File: src/rtl/pc_sequencer.sv
// Fetch-address sequencer: sequential / redirect / stall next-PC selection with bound
// and alignment checking. Optional return-address stack enabled by PC_SEQUENCER_RAS_EN.
module pc_sequencer #(
    parameter int              XLEN      = 32,
    parameter logic [XLEN-1:0] RESET_VEC = '0,
    parameter logic [XLEN-1:0] PC_LIMIT  = XLEN'(1020),
    parameter int              RAS_DEPTH = 4
) (
    input  logic                           clk,
    input  logic                           rst,
    input  logic                           stall,
    input  logic                           redir_valid,
    input  logic [XLEN-1:0]                redir_target,
    input  logic                           is_call,
    input  logic                           is_ret,
    output logic [XLEN-1:0]                pc,
    output logic                           fault,
    output logic [$clog2(RAS_DEPTH+1)-1:0] ras_count
);

    localparam int CW = $clog2(RAS_DEPTH + 1);

    logic [XLEN-1:0] pc_seq;
    logic [XLEN-1:0] cand;
    logic            check;
    logic            viol;
    logic            ret_hit;
    logic [XLEN-1:0] ras_top;

    assign pc_seq = pc + XLEN'(4);

`ifdef PC_SEQUENCER_RAS_EN
    localparam int PW = (RAS_DEPTH > 1) ? $clog2(RAS_DEPTH) : 1;

    logic [XLEN-1:0] ras_q [RAS_DEPTH];
    logic [PW-1:0]   top_q;
    logic [PW-1:0]   top_pop;
    logic [PW-1:0]   top_next;
    logic [CW-1:0]   count_pop;
    logic [CW-1:0]   count_next;
    logic            push;

    // top_q is the next free slot; the circular wrap lets a push on a full stack
    // silently replace the oldest entry.
    always_comb begin
        ret_hit  = is_ret && (ras_count != '0);
        push     = is_call && redir_valid;
        top_pop  = top_q;
        if (ret_hit) begin
            top_pop = (top_q == '0) ? PW'(RAS_DEPTH - 1) : top_q - PW'(1);
        end
        ras_top  = ras_q[top_pop];
        top_next = top_pop;
        if (push) begin
            top_next = (top_pop == PW'(RAS_DEPTH - 1)) ? '0 : top_pop + PW'(1);
        end
        count_pop  = ras_count - CW'(ret_hit);
        count_next = count_pop;
        if (push && (count_pop != CW'(RAS_DEPTH))) begin
            count_next = count_pop + CW'(1);
        end
    end

    always_ff @(posedge clk or negedge rst) begin
        if (!rst) begin
            for (int i = 0; i < RAS_DEPTH; i++) ras_q[i] <= '0;
            top_q     <= '0;
            ras_count <= '0;
        end else if (viol) begin
            for (int i = 0; i < RAS_DEPTH; i++) ras_q[i] <= '0;
            top_q     <= '0;
            ras_count <= '0;
        end else begin
            if (push) ras_q[top_pop] <= pc_seq;
            top_q     <= top_next;
            ras_count <= count_next;
        end
    end
`else
    logic unused_ras;

    assign unused_ras = is_call ^ is_ret;
    assign ret_hit    = 1'b0;
    assign ras_top    = '0;
    assign ras_count  = '0;
`endif

    // A held PC was already checked when it was loaded, so stall skips the check.
    always_comb begin
        cand  = pc_seq;
        check = 1'b1;
        if (ret_hit) begin
            cand = ras_top;
        end else if (redir_valid) begin
            cand = redir_target;
        end else if (stall) begin
            cand  = pc;
            check = 1'b0;
        end
        viol = check && ((cand > PC_LIMIT) || (cand[1:0] != 2'b00));
    end

    always_ff @(posedge clk or negedge rst) begin
        if (!rst) begin
            pc    <= RESET_VEC;
            fault <= 1'b0;
        end else if (viol) begin
            pc    <= RESET_VEC;
            fault <= 1'b1;
        end else begin
            pc    <= cand;
            fault <= 1'b0;
        end
    end

endmodule
File: config.mk
export PLATFORM = sky130hd
export DESIGN_NAME = pc_sequencer
export DESIGN_NICKNAME = d
export VERILOG_FILES = /design/src/rtl/pc_sequencer.sv
export SDC_FILE = /design/constraint.sdc
export NUM_CORES = 1
export LEC_CHECK = 0
export BUFFER_PORTS_ARGS = -buffer_cell sky130_fd_sc_hd__buf_2
export CAP_MARGIN = 15
export CORE_UTILIZATION = 48
export CTS_BUF_LIST = sky130_fd_sc_hd__clkbuf_2 sky130_fd_sc_hd__clkbuf_4 sky130_fd_sc_hd__clkbuf_8
export DETAILED_ROUTE_END_ITERATION = 10
export PLACE_DENSITY = 0.76
export RECOVER_POWER = 25
export SLEW_MARGIN = 20
export SYNTH_ARGS = -nofsm -noshare
export SYNTH_HDL_FRONTEND = slang
export SYNTH_SLANG_ARGS = --single-unit
File: constraint.sdc
create_clock -name clk -period 3.3 [get_ports clk]
set_input_delay 0.33 -clock clk [delete_from_list [all_inputs] [get_ports clk]]
set_output_delay 0.33 -clock clk [all_outputs]
set_load 0.05 [all_outputs]
==> metrics.csv <==
metric;value;unit
via_count;2289;
synthArstFlopShare;100;%
final_util;63.2;%
dp.cells;373;
hold_viol;0;
path_cells;nand3_2 > or4_1 > buf_4 > o31a_1 > o31ai_2 > o2111ai_1 > or4_4 > nor2_4 > buf_4 > o21a_1;
drt_first_pass_iters;7;
path_class;reg -> reg;
ant_nets;0;
cts_max_path_buffers;2;
p_total;0.878;mW
finalCriticalPeriod;3.19;ns
row_count;24;
netlist_area;2260;sq um
final_cells;381;
initial_core_util;50.8;%
m1WireLength;2780;microns
drive_gt1_share;34.3;%
grt_max_degree;34;
post_cts_buffers;0;
clock-skew-final;0.00632;ns
critPathArrivalTime;3.41;ns
clkPwrFrac;34.7;%
combPwrFrac;17.0;%
post-route-period-util;96.6;%
drv_cap;1;
dpl_cell_area;2700;sq um
violations;design-rule violations, max-capacitance violations, max-slew violations;
cpMostUsedCell;buf_4;
antenna_found_initial;0;
syn_inst;255;
synth-warning-count;0;
fin_ws;0.112;ns
wl_met3;347;microns
die_height;70.6;microns
cts_hold_buf;0;
tightest_slew;1.81;ns
cellPowerDensity;313;nW/um^2
met2WireLength;3000;microns
dp_hpwl;4530;microns
top_layer_used;met4;
sw_frac_of_total;29.6;%
timing.hold.ws;0.270;ns
ys.flop_type;dfrtp_1;
slew_headroom;-20.5;%
hp-class;in -> reg;
max_freq;314;MHz
synth-seq-cells;33;
cts_made_buffers;5;
final-max-slew-violation-count;34;
core_region_area;4440;sq um
die_w;70.6;microns
seq_area_frac_synth;36.6;%
synth_edf_count;0;
drtIter0Drc;116;
cp_max_fo;9;
cts_max_level;2;
run_status;finished with violations;
root_buffer;clkbuf_8;
leakage;1.34;nW
nNetsFinal;367;
synthDistinctLibCells;58;
grt_pass1_vias;2133;
drc;12;
p_int;0.619;mW
avgSynthCellArea;8.85;sq um
ir_drop;0.299;mV
cpPeakStageDelay;0.61;ns
cts_resized;0;
clkLatencyLatePin;0.29;ns
gp_congestion;0.819;
area_growth;24.4;%
grt_pass1_wl;10300;microns
power.share.sequential;48.2;%
track_usage;26.1;%
portBuffers;68;
critPathSlowestCell;or4_1;
rsz0062_at_grt;false;
cts_sinks;33;
fillers;402;
place_worst_setup_slack;0.0698;ns
finalWirelength;6180;microns
p_sw;0.260;mW
via_per_inst;6.01;
clk_pin_slew;0.07;ns
cts_tree;yes;
start_kind;flip-flop;
grt-ovfl-total;0;
pin_count;74;
worstSetupEndpointType;flip-flop;
diodes;0;
setup_viol;0;
setup_tns;0;ns
finish.instance_area;2810;sq um
critPathRequiredTime;3.52;ns
die-area;4980;sq um
post_drt_wl_per_cell;16.2;microns
-- synthesized netlist by cell type, types with 4 or more instances --
master,n,area [sq um]
o21a_1,13,97.6
and2_1,8,50.1
and3_1,4,25.0
xnor2_1,6,52.6
nor2_1,15,56.3
clkbuf_1,12,45.0
nand2b_1,7,43.8
xor2_1,9,78.8
o21ai_0,9,45.0
nand3_1,11,55.1
dfrtp_1,33,826
nor3_1,8,40.0
nand2_1,23,86.3
inv_1,8,30.0
nor4_1,10,62.6
nand4_1,5,31.3
-- sequential cells by signal, summed over array words and instances (netlist names) --
| register | count |
|---|---|
| fault | 1 |
| pc | 32 |
-- area by class of cell --
cell class | count | area, sq um | share of cell area [%]
Timing Repair Buffer | 83 | 452 | 16.1
Inverter | 8 | 30.0 | 1.07
Multi-Input combinational cell | 197 | 1340 | 47.8
Clock inverter | 2 | 10.0 | 0.356
Sequential cell | 33 | 832 | 29.6
Tap cell | 52 | 65.1 | 2.32
Clock buffer | 6 | 76.3 | 2.72
-- kinds of logic (layout without fill, tap and decap cells) --
kind of cell / after synthesis / count (layout) / share of synthesized area, %
adder cells (fa/ha/maj): 1 / 1 / 0.554
AND/OR/NAND/NOR: 117 / 117 / 29.8
XOR/XNOR: 15 / 15 / 5.82
multiplexers: 5 / 5 / 2.33
other: 1 / 3 / 0.166
flip-flops: 33 / 33 / 36.6
AO/OA/AOI/OAI: 56 / 56 / 19.3
buffers and inverters: 27 / 99 / 5.43
-- per-layer routing --
| metal | vias to the layer above | track usage [%] |
|---|---|---|
| li1 | 1083 | - |
| met1 | 1118 | 35.0 |
| met2 | 81 | 43.1 |
| met3 | 7 | 5.13 |
| met4 | 0 | 7.78 |
| met5 | - | 0 |
-- power by group through the flow --
stage / clock, mW / sequential (mW) / combinational, mW
2_1_floorplan: 0 / 0.461 / 0.0657
3_3_place_gp: 0 / 0.431 / 0.145
3_5_place_dp: 0 / 0.431 / 0.148
4_1_cts: 0.309 / 0.424 / 0.148
5_1_grt: 0.330 / 0.425 / 0.162
6_report: 0.305 / 0.424 / 0.150
-- layout by cell type, fill, tap and decap left out, types with 9 or more instances in the layout --
cell type	Yosys	final
xor2_1	9	9
o21a_1	13	13
dfrtp_1	33	28
nand3_1	11	11
buf_4	3	15
o21ai_0	9	9
nand2_1	23	23
nor2_1	15	15
nor4_1	10	9
buf_2	2	67
-- worst max-delay path, delay by kind of cell (launching register included) --
kind,cells,cell delay (ns)
AND/OR/NAND/NOR,4,1.41
AO/OA/AOI/OAI,4,0.90
buffers and inverters,2,0.39
flip-flops,1,0.43
-- final timing paths --
kind / start / end / slack [ns] / cells past startpoint
worst max-delay path: pc[9]$_DFF_PN0_ / pc[11]$_DFF_PN0_ / 0.11 / 10
worst min-delay path: redir_target[4] / pc[4]$_DFF_PN0_ / 0.27 / 2
worst max register to register: pc[9]$_DFF_PN0_ / pc[11]$_DFF_PN0_ / 0.11 / 10
worst min register to register: pc[3]$_DFF_PN0_ / pc[3]$_DFF_PN0_ / 0.59 / 1
max in group asynchronous: rst / pc[12]$_DFF_PN0_ / 1.59 / 1
min in group asynchronous: rst / pc[20]$_DFF_PN0_ / 0.52 / 1
No activity file was read; power rests on OpenSTA's default activity.
